$ cat src/rtl/pipe_skid_stage_pkg.sv
`default_nettype none
// ============================================================================
//  Module      : pipe_skid_stage_pkg
//  Description : Shared state encodings and widths for the elastic pipeline
//                stage and the performance counters attached to it.
//  Revision    : 1.0 - initial release
// ============================================================================
package pipe_skid_stage_pkg;

    // Occupancy-coded states: the state code is also the number of beats held.
    typedef enum logic [1:0] {
        PS_EMPTY = 2'd0,
        PS_ONE   = 2'd1,
        PS_FULL  = 2'd2
    } pipe_state_e;

    localparam int C_OCC_W = 2;

    // Ready is the registered complement of "next state is FULL".
    function automatic logic ready_for(input pipe_state_e nxt);
        return (nxt != PS_FULL);
    endfunction

endpackage : pipe_skid_stage_pkg
`default_nettype wire

$ cat src/rtl/pipe_skid_stage_if.sv
`default_nettype none
// ============================================================================
//  Module      : pipe_skid_stage_if
//  Description : Valid/ready handshake bundle between two pipeline stages,
//                plus flush control and debug observability.
//  Revision    : 1.0 - initial release
// ============================================================================
interface pipe_skid_stage_if #(
    parameter int WIDTH = 32,
    parameter int CNT_W = 16
) ();

    logic             flush_i;
    logic             up_valid_i;
    logic             up_ready_o;
    logic [WIDTH-1:0] up_data_i;
    logic             dn_valid_o;
    logic             dn_ready_i;
    logic [WIDTH-1:0] dn_data_o;
    logic [1:0]       occupancy_o;
    logic [CNT_W-1:0] stall_cnt_o;

    // View from inside the stage
    modport slave (
        input  flush_i, up_valid_i, up_data_i, dn_ready_i,
        output up_ready_o, dn_valid_o, dn_data_o, occupancy_o, stall_cnt_o
    );

    // View from the surrounding pipeline (drives upstream, consumes downstream)
    modport master (
        output flush_i, up_valid_i, up_data_i, dn_ready_i,
        input  up_ready_o, dn_valid_o, dn_data_o, occupancy_o, stall_cnt_o
    );

endinterface : pipe_skid_stage_if
`default_nettype wire

$ cat src/rtl/pipe_skid_stage_sat_counter.sv
`default_nettype none
// ============================================================================
//  Module      : sat_counter
//  Description : Saturating up-counter for performance-debug event counts.
//                Sticks at all-ones; cleared only by reset.
//  Revision    : 1.0 - initial release
// ============================================================================
module sat_counter #(
    parameter int CNT_W = 16
) (
    input  wire logic             clk_i,
    input  wire logic             rst_n,
    input  wire logic             inc_i,
    output logic      [CNT_W-1:0] cnt_o
);

    logic [CNT_W-1:0] r_cnt;

    // Count events until the counter is all-ones, then hold.
    always_ff @(posedge clk_i or negedge rst_n) begin
        if (!rst_n) begin
            r_cnt <= '0;
        end else if (inc_i && (r_cnt != {CNT_W{1'b1}})) begin
            r_cnt <= r_cnt + 1'b1;
        end
    end

    assign cnt_o = r_cnt;

endmodule : sat_counter
`default_nettype wire

$ cat src/rtl/pipe_skid_stage.sv
`default_nettype none
// ============================================================================
//  Module      : pipe_skid_stage
//  Description : Elastic pipeline stage, main register plus 1-entry skid
//                register, so the upstream ready is fully registered.
//                Synchronous flush and saturating stall-cycle counter.
//  Revision    : 1.0 - initial release
// ============================================================================
module pipe_skid_stage
    import pipe_skid_stage_pkg::*;
#(
    parameter int WIDTH = 32,
    parameter int CNT_W = 16
) (
    input  wire logic          clk_i,
    input  wire logic          rst_n,
    pipe_skid_stage_if.slave   bus
);

    pipe_state_e      r_state;
    logic             r_up_ready;
    logic             r_dn_valid;
    logic [WIDTH-1:0] r_main;
    logic [WIDTH-1:0] r_skid;

    logic             w_up_xfer;
    logic             w_dn_xfer;
    logic             w_stall;

    assign w_up_xfer = bus.up_valid_i & r_up_ready;
    assign w_dn_xfer = r_dn_valid & bus.dn_ready_i;
    assign w_stall   = r_dn_valid & ~bus.dn_ready_i;

    // Occupancy FSM with registered ready/valid; main always holds the oldest beat.
    always_ff @(posedge clk_i or negedge rst_n) begin
        if (!rst_n) begin
            r_state    <= PS_EMPTY;
            r_up_ready <= 1'b1;
            r_dn_valid <= 1'b0;
            r_main     <= '0;
            r_skid     <= '0;
        end else if (bus.flush_i) begin
            // Held and incoming beats are dropped; data registers keep their contents.
            r_state    <= PS_EMPTY;
            r_up_ready <= ready_for(PS_EMPTY);
            r_dn_valid <= 1'b0;
        end else begin
            case (r_state)
                PS_EMPTY: begin
                    if (w_up_xfer) begin
                        r_main     <= bus.up_data_i;
                        r_state    <= PS_ONE;
                        r_dn_valid <= 1'b1;
                    end
                    r_up_ready <= 1'b1;
                end
                PS_ONE: begin
                    if (w_up_xfer && w_dn_xfer) begin
                        r_main     <= bus.up_data_i;
                        r_up_ready <= ready_for(PS_ONE);
                    end else if (w_up_xfer) begin
                        // Downstream stalled: park the new beat behind main.
                        r_skid     <= bus.up_data_i;
                        r_state    <= PS_FULL;
                        r_up_ready <= ready_for(PS_FULL);
                    end else if (w_dn_xfer) begin
                        r_state    <= PS_EMPTY;
                        r_dn_valid <= 1'b0;
                        r_up_ready <= ready_for(PS_EMPTY);
                    end
                end
                PS_FULL: begin
                    if (w_dn_xfer) begin
                        r_main     <= r_skid;
                        r_state    <= PS_ONE;
                        r_up_ready <= ready_for(PS_ONE);
                    end
                end
                default: begin
                    // Unused code 2'd3 falls back to an empty stage.
                    r_state    <= PS_EMPTY;
                    r_dn_valid <= 1'b0;
                    r_up_ready <= 1'b1;
                end
            endcase
        end
    end

    sat_counter #(
        .CNT_W (CNT_W)
    ) u_stall_cnt (
        .clk_i (clk_i),
        .rst_n (rst_n),
        .inc_i (w_stall),
        .cnt_o (bus.stall_cnt_o)
    );

    assign bus.up_ready_o  = r_up_ready;
    assign bus.dn_valid_o  = r_dn_valid;
    assign bus.dn_data_o   = r_main;
    assign bus.occupancy_o = r_state;

endmodule : pipe_skid_stage
`default_nettype wire

$ cat src/flat_wrapper.sv
// flat-port wrapper written by rule: the top's interface ports become plain ports
module pipe_skid_stage_flat import pipe_skid_stage_pkg::*;
#(
    parameter int WIDTH = 32,
    parameter int CNT_W = 16
)
  (clk_i, rst_n, bus_flush_i, bus_up_valid_i, bus_up_data_i, bus_dn_ready_i, bus_up_ready_o, bus_dn_valid_o, bus_dn_data_o, bus_occupancy_o, bus_stall_cnt_o);
  pipe_skid_stage_if #(.WIDTH(WIDTH), .CNT_W(CNT_W)) bus_i ();
  input  wire logic clk_i;
  input  wire logic rst_n;
  input wire logic [$bits(bus_i.flush_i)-1:0] bus_flush_i;
  input wire logic [$bits(bus_i.up_valid_i)-1:0] bus_up_valid_i;
  input wire logic [$bits(bus_i.up_data_i)-1:0] bus_up_data_i;
  input wire logic [$bits(bus_i.dn_ready_i)-1:0] bus_dn_ready_i;
  output wire logic [$bits(bus_i.up_ready_o)-1:0] bus_up_ready_o;
  output wire logic [$bits(bus_i.dn_valid_o)-1:0] bus_dn_valid_o;
  output wire logic [$bits(bus_i.dn_data_o)-1:0] bus_dn_data_o;
  output wire logic [$bits(bus_i.occupancy_o)-1:0] bus_occupancy_o;
  output wire logic [$bits(bus_i.stall_cnt_o)-1:0] bus_stall_cnt_o;
  assign bus_i.flush_i = bus_flush_i;
  assign bus_i.up_valid_i = bus_up_valid_i;
  assign bus_i.up_data_i = bus_up_data_i;
  assign bus_i.dn_ready_i = bus_dn_ready_i;
  assign bus_up_ready_o = bus_i.up_ready_o;
  assign bus_dn_valid_o = bus_i.dn_valid_o;
  assign bus_dn_data_o = bus_i.dn_data_o;
  assign bus_occupancy_o = bus_i.occupancy_o;
  assign bus_stall_cnt_o = bus_i.stall_cnt_o;
  pipe_skid_stage #(.WIDTH(WIDTH), .CNT_W(CNT_W)) u_core (.clk_i(clk_i), .rst_n(rst_n), .bus(bus_i));
endmodule
$ cat config.mk
export PLATFORM = sky130hd
export DESIGN_NAME = pipe_skid_stage_flat
export DESIGN_NICKNAME = d
export VERILOG_FILES = /design/src/rtl/pipe_skid_stage_pkg.sv /design/src/rtl/pipe_skid_stage_if.sv /design/src/rtl/pipe_skid_stage_sat_counter.sv /design/src/rtl/pipe_skid_stage.sv /design/src/flat_wrapper.sv
export SDC_FILE = /design/constraint.sdc
export NUM_CORES = 1
export LEC_CHECK = 0
export ABC_AREA = 0
export ABC_CLOCK_PERIOD_IN_PS = 2200
export BUFFER_PORTS_ARGS = -buffer_cell sky130_fd_sc_hd__buf_2
export CORE_MARGIN = 1.5
export CORE_UTILIZATION = 54
export DETAILED_ROUTE_END_ITERATION = 7
export GPL_ROUTABILITY_DRIVEN = 0
export GPL_TIMING_DRIVEN = 0
export PLACE_DENSITY = 0.8
export SLEW_MARGIN = 0
export SYNTH_ARGS = -nofsm -noshare
export SYNTH_HDL_FRONTEND = slang
export SYNTH_SLANG_ARGS = --single-unit
$ cat constraint.sdc
create_clock -name clk_i -period 2.2 [get_ports clk_i]
set_input_delay 0.55 -clock clk_i [delete_from_list [all_inputs] [get_ports clk_i]]
set_output_delay 0.55 -clock clk_i [all_outputs]
set_load 0.05 [all_outputs]
==> impl_metrics.yaml, run 1 <==
placement:
  io_buffers: 88
  post-place-ws_ps: -76.8
  hpwlAfterDp_um: 5600
yosys:
  synth.ff_latch_count: 84
  ys_seq_area_share_pct: 53.4
  ys.flop_type: "dfrtp_1"
  synth.distinct_cells: 41
  synth.avg_cell_area_um2: 12.3
  synth_edf_count: 0
  netlist.area_leader.share_pct: 52.8
  syn_area_mm2: 0.00394
  synthArstFlopShare_pct: 100
  synth_area_leaders: "dfrtp_1 (53%), mux2_2 (9.7%), mux2i_1 (8.6%)"
  postSynthCellCount: 321
  synthesis.nets: 363
  yosysTopAreaCell: "dfrtp_1"
  yosysWarningCount: 0
clocking:
  clock_sinks: 84
  clk_latency_ps: 350
  root_buffer: "clkbuf_8"
  cts_hold_buf: 0
  cts_made_buffers: 9
  cts.clk_slew.worst_paths_ps: 90
  clk_path_buf_depth: 2
  h-tree-depth: 3
  cts_tree: "done"
setup_path:
  crit_path_max_fanout: 10
  r2r_start: "u_core.bus.occupancy_o[1]$_DFFE_PN0P_"
  ff2ff_setup_slack_ps: 120
  reg2regPathDepth: 7
  rr_endpoint: "u_core.r_skid[11]$_DFFE_PN0P_"
  cp.arrival_ps: 2320
  startpoint: "u_core.bus.occupancy_o[1]$_DFFE_PN0P_"
  cp-end-kind: "register"
  worstPathRequired_ps: 2440
  start_kind: "register"
  critPathCapture: "u_core.r_skid[11]$_DFFE_PN0P_"
  critical_path_class: "register to register"
run:
  cap_violations: 0
final_layout:
  drive_above_1_share_pct: 45.1
  area_growth_pct: 20.6
  n_fill_cell: 587
  n_antenna_cell: 0
  layout.nets: 465
  fin_util_pct: 68.7
run_status:
  outcome: "finished, final reports clean"
timing:
  finClkSkew_ps: 11.6
  rsz0062_at_grt: "no"
  max_freq_ghz: 0.481
  hold_violations: 0
  setup_slack_ps: 121
  fin_setup_tns_ps: 0
  setup_viol: 0
  post-route-period-util_pct: 94.5
  relSlewSlack_pct: 52.0
  maxSlewViolCount: 0
  finalCriticalPeriod_ps: 2080
  hold_slack_ps: 165
  worst_slew_pin_slew_ps: 720
global_routing:
  track_usage_pct: 20.7
  grt_max_degree: 49
  grt_pass1_wl_um: 12400
  grt_pass1_vias: 2765
  grt_antenna_before_repair: 0
  overflow: 0
drt:
  drc: 0
  ant_nets: 0
  dr.pass1.iters: 4
  drtIter0Drc: 77
  routedWlPerCell_um: 14.7
  via_count: 2820
  finalWirelength_um: 7720
  viasPerCell: 5.38
hold_path:
  hp-class: "input port to asynchronous set/reset pin"
pwr:
  total_power_w: 0.00687
  p_per_area_mw_per_mm2: 1450
  p_leak_nw: 2.12
  irDropWorstVdd_mv: 0.833
floorplan:
  fp.dieH_um: 88.4
  io-pin-count: 89
  start_util_pct: 57.0
  rows: 30
  die_area_mm2: 0.00781
  floorplan.die.width_um: 88.4
  core_mm2: 0.00691
power by group:
part	total (W)	switching, W	internal (W)
Clock	0.00102	0.000574	0.000449
Sequential	0.00257	0.000379	0.00220
Combinational	0.00328	0.00220	0.00108
Total	0.00687	0.00315	0.00372
flip-flops by register name, summed over array words and instances (netlist names):
register                  cells
u_core.bus.dn_data_o         32
u_core.r_skid                32
u_core.u_stall_cnt.cnt_o     16
u_core.bus.occupancy_o        2
u_core.bus.dn_valid_o         1
u_core.bus.up_ready_o         1
worst min path at each step:
stage / start / to / slack, ps / cells past startpoint
4_1_cts: rst_n / u_core.u_stall_cnt.cnt_o[3]$_DFFE_PN0P_ / 180 / 1
2_1_floorplan: rst_n / u_core.bus.dn_data_o[0]$_DFFE_PN0P_ / 250 / 0
6_report: rst_n / u_core.u_stall_cnt.cnt_o[3]$_DFFE_PN0P_ / 170 / 1
3_3_place_gp: u_core.r_skid[11]$_DFFE_PN0P_ / u_core.r_skid[11]$_DFFE_PN0P_ / 470 / 1
5_1_grt: rst_n / u_core.u_stall_cnt.cnt_o[3]$_DFFE_PN0P_ / 200 / 1
3_5_place_dp: u_core.r_skid[2]$_DFFE_PN0P_ / u_core.r_skid[2]$_DFFE_PN0P_ / 490 / 1
cells in the mapped netlist, types with 2 or more instances:
cell and count:
xor2_1 7, dfrtp_1 83, ha_1 5, clkbuf_1 3, nand2_1 8, buf_4 3, o21ai_0 3, nor2_2 3
inv_1 4, or2_2 2, nor3_1 5, o22ai_1 2, nor2_1 36, mux2i_1 34, a21oi_1 11, nand3_1 10
buf_6 6, a21boi_0 5, a21oi_2 28, nand4b_1 2, buf_2 2, mux2_2 34, and3_1 4, nand4_1 4
cell type report:
class	count	area, um^2	share of cell area (%)
Sequential cell	84	2110	44.4
Inverter	4	15.0	0.316
Clock buffer	10	138	2.90
Multi-Input combinational cell	218	1710	36.1
Buffer	15	118	2.48
Clock inverter	6	48.8	1.03
Tap cell	96	120	2.53
Timing Repair Buffer	91	485	10.2
layer usage:
| layer | vias up | wire length (um) | GRT usage (%) |
|---|---|---|---|
| li1 | 1342 | - | - |
| met1 | 1395 | 3320 | 25.9 |
| met2 | 73 | 3890 | 34.4 |
| met3 | 10 | 404 | 5.32 |
| met4 | 0 | 104 | 8.81 |
| met5 | - | 0 | 0 |
metrics by stage:
stage | instances | instance area (um^2)
floorplan | 321 | 3940
global placement | 505 | 4500
detailed placement | 506 | 4530
CTS | 524 | 4730
global route | 524 | 4740
finish | 524 | 4740
layout by cell type (no fill, tap or decap), drive strengths merged:
master    synthesis  routed
nor3              5       5
a211oi            1       1
o21ai             3       3
mux2i            34      34
clkinvlp          0       3
nor2             39      39
a22o              1       1
buf              12     103
mux2             35      35
clkinv            0       2
or2               2       2
nand4             5       5
and3              4       4
nand3            10      10
or3               1       1
o311a             1       1
dfstp             1       1
nor4              1       1
nand2             8       8
dfrtp            83      83
a2111oi           1       1
a21oi            39      39
or4               1       1
nand4b            2       2
o31a              1       1
ha                5       5
nor4b             1       1
xnor2             1       1
and2b             1       1
a21boi            5       5
xor2              7       7
and4b             1       1
o21bai            1       1
o22ai             2       2
clkbuf            3      13
inv               4       5
cell families after synthesis:
kind of cell,synth area share (%)
XOR/XNOR,1.78
adder cells (fa/ha/maj),1.59
multiplexers,18.7
AO/OA/AOI/OAI,11.1
AND/OR/NAND/NOR,10.1
buffers and inverters,3.31
flip-flops,53.4
worst max-delay path: stages, from the launching register on:
cell and delay [ps]:
dfrtp_2 450, inv_1 120, ha_4 190, nand3_1 100
or3_2 410, clkbuf_1 170, buf_4 210, mux2_1 310
repair_timing:
item	in CTS	in global routing
endpoints found under the setup margin	33	23
setup buffers	2	0
pin swaps	1	0
gates resized for setup	1	1
gates cloned	0	0
No activity file was read; power rests on OpenSTA's default activity.
==> run 2: changes to the inputs <==
ABC_CLOCK_PERIOD_IN_PS = 2400   (was 2200)
CORE_UTILIZATION = 57   (was 54)
PLACE_DENSITY = 0.84   (was 0.8)
RECOVER_POWER = 100   (was not set)
clock period = 2.4 ns   (was 2.2 ns; I/O delays follow)
==> run 2 against run 1 <==
Sequential share of layout area increased by 0.64 points. Final area decreased by 1.5%. Maximum frequency decreased by 7.9%. Global-route usage increased by 1.8 points. Worst setup slack improved by 22 ps. First-iteration DRC count increased by 110%. Flip-flop and latch count unchanged. Highest routed layer unchanged. Sequential power decreased by 8%. Non-clock buffer count increased by 1. Clock power increased by 18%. Wire length increased by 2.3%. Largest power group unchanged. Critical endpoint is now u_core.bus.dn_data_o[10]$_DFFE_PN0P_. Via count increased by 0.14%.
==> impl_metrics.yaml, run 2 (synthesis results as in run 1) <==
timing:
  hold_violations: 0
  fin_setup_tns_ps: 0
  finalCriticalPeriod_ps: 2260
  post-route-period-util_pct: 94.0
  max_freq_ghz: 0.443
  rsz0062_at_grt: "no"
  finClkSkew_ps: 7.48
  maxSlewViolCount: 0
  worst_slew_pin_slew_ps: 1120
  relSlewSlack_pct: 25.5
  setup_viol: 0
run:
  cap_violations: 0
drt:
  finalWirelength_um: 7890
  routedWlPerCell_um: 15.5
  viasPerCell: 5.55
  drtIter0Drc: 164
  dr.pass1.iters: 4
  via_count: 2824
  drc: 0
  ant_nets: 0
setup_path:
  crit_path_max_fanout: 10
  worst-path-buf-inv: 4
  crit_chain: "inv_1 > ha_1 > buf_2 > a21boi_0 > a2111oi_4 > clkbuf_1 > buf_6 > nor2_1 > a21oi_2"
  cp_slowest_cell: "dfrtp_1"
  worstPathRequired_ps: 2680
  critPathTopFamily: "buffers and inverters"
  start_kind: "register"
  critical-path-max-stage-delay_ps: 420
  cp-end-kind: "register"
  ff2ff_setup_slack_ps: 140
  critical_path_class: "register to register"
  cp.arrival_ps: 2530
clocking:
  clk_path_buf_depth: 2
  root_buffer: "clkbuf_8"
  h-tree-depth: 3
  cts_tree: "done"
  clock_sinks: 84
  cts_made_buffers: 9
  cts_hold_buf: 0
  clk_latency_ps: 350
  cts.clk_slew.worst_paths_ps: 80
hold_path:
  hp-class: "input port to asynchronous set/reset pin"
floorplan:
  rows: 30
  fp.dieH_um: 86.1
  start_util_pct: 58.6
  core_mm2: 0.00672
  io-pin-count: 89
  floorplan.die.width_um: 86.1
  die_area_mm2: 0.00741
global_routing:
  grt_pass1_vias: 2764
  grt_pass1_wl_um: 12900
  grt_max_degree: 45
  track_usage_pct: 22.6
  overflow: 0
  grt_antenna_before_repair: 0
final_layout:
  fin_cells: 509
  postLayoutCellArea_mm2: 0.00467
  area_growth_pct: 18.7
  n_antenna_cell: 0
  layout.nets: 466
  final_cell_mix: "dfrtp_1 (83), clkbuf_1 (60), buf_2 (36), nor2_1 (36)"
  drive_above_1_share_pct: 30.5
  mostFrequentLayoutCell: "dfrtp_1"
placement:
  hpwlAfterDp_um: 5490
  io_buffers: 88
  dp_cells: 490
  place_area_mm2: 0.00450
pwr:
  swShare_pct: 44.6
  seq_power_share_pct: 36.7
  irDropWorstVdd_mv: 0.790
  netSwitchingPower_w: 0.00287
  p_int_w: 0.00357
  p_leak_nw: 1.98
  p_clk_share_pct: 18.6
  p_per_area_mw_per_mm2: 1380
  power.share.combinational_pct: 44.7
run_status:
  outcome: "finished, final reports clean"
run 2: worst reg2reg max path, cell delays in order (launching register included):
cell       delay (ps)
dfrtp_1           420
inv_1             100
ha_1              190
buf_2             200
a21boi_0          200
a2111oi_4         390
clkbuf_1          330
buf_6             210
nor2_1             60
a21oi_2           100
run 2: worst paths after layout:
| kind | from | to | depth (start not counted) |
|---|---|---|---|
| max reg2reg | u_core.bus.occupancy_o[0]$_DFFE_PN0P_ | u_core.bus.dn_data_o[10]$_DFFE_PN0P_ | 9 |
| max | u_core.bus.occupancy_o[0]$_DFFE_PN0P_ | u_core.bus.dn_data_o[10]$_DFFE_PN0P_ | 9 |
| max in group asynchronous | rst_n | u_core.r_skid[5]$_DFFE_PN0P_ | 2 |
| min in group clk_i | bus_flush_i | u_core.bus.dn_valid_o$_DFFE_PN0P_ | 2 |
| min reg2reg | u_core.u_stall_cnt.cnt_o[15]$_DFFE_PN0P_ | u_core.u_stall_cnt.cnt_o[15]$_DFFE_PN0P_ | 1 |
| min | rst_n | u_core.u_stall_cnt.cnt_o[6]$_DFFE_PN0P_ | 1 |
run 2: per-layer routing:
layer | up-vias | routed length (um) | global-route usage [%]
met2 | 77 | 3790 | 36.4
met5 | - | 0 | 0
met4 | 0 | 149 | 10.6
met1 | 1385 | 3430 | 28.4
li1 | 1348 | - | -
met3 | 14 | 517 | 6.16
run 2: through the flow:
stage,total power [W],utilization (%),worst slack (ps),hold slack [ps]
floorplan,0.00466,-,90.3,304
global placement,0.00527,66.6,58.2,473
detailed placement,0.00537,66.9,43.1,492
CTS,0.00658,70.5,103,241
global route,0.00680,69.5,64.1,445
finish,0.00644,69.5,143,449
run 2: final cells by class:
| class | instances | area, um^2 |
|---|---|---|
| plain buffers | 15 | 114 |
| fillers | 526 | 2050 |
| clock buffers | 10 | 128 |
| repair buffers | 92 | 410 |
| clock inverters | 6 | 113 |
| flip-flops and latches | 84 | 2100 |
| inverters | 4 | 15.0 |
| well taps | 80 | 100 |
| multi-input cells | 218 | 1690 |
run 2: repair_timing:
item / in CTS / in global routing
endpoints found under the setup margin: 0 / 7
gates resized for setup: 0 / 1
setup buffers: 0 / 3
run 2: power groups by stage:
stage / combinational, W / sequential [W] / clock [W]
2_1_floorplan: 0.00122 / 0.00344 / 0
3_3_place_gp: 0.00292 / 0.00234 / 0
3_5_place_dp: 0.00299 / 0.00238 / 0
4_1_cts: 0.00300 / 0.00236 / 0.00122
5_1_grt: 0.00308 / 0.00245 / 0.00128
6_report: 0.00288 / 0.00237 / 0.00120
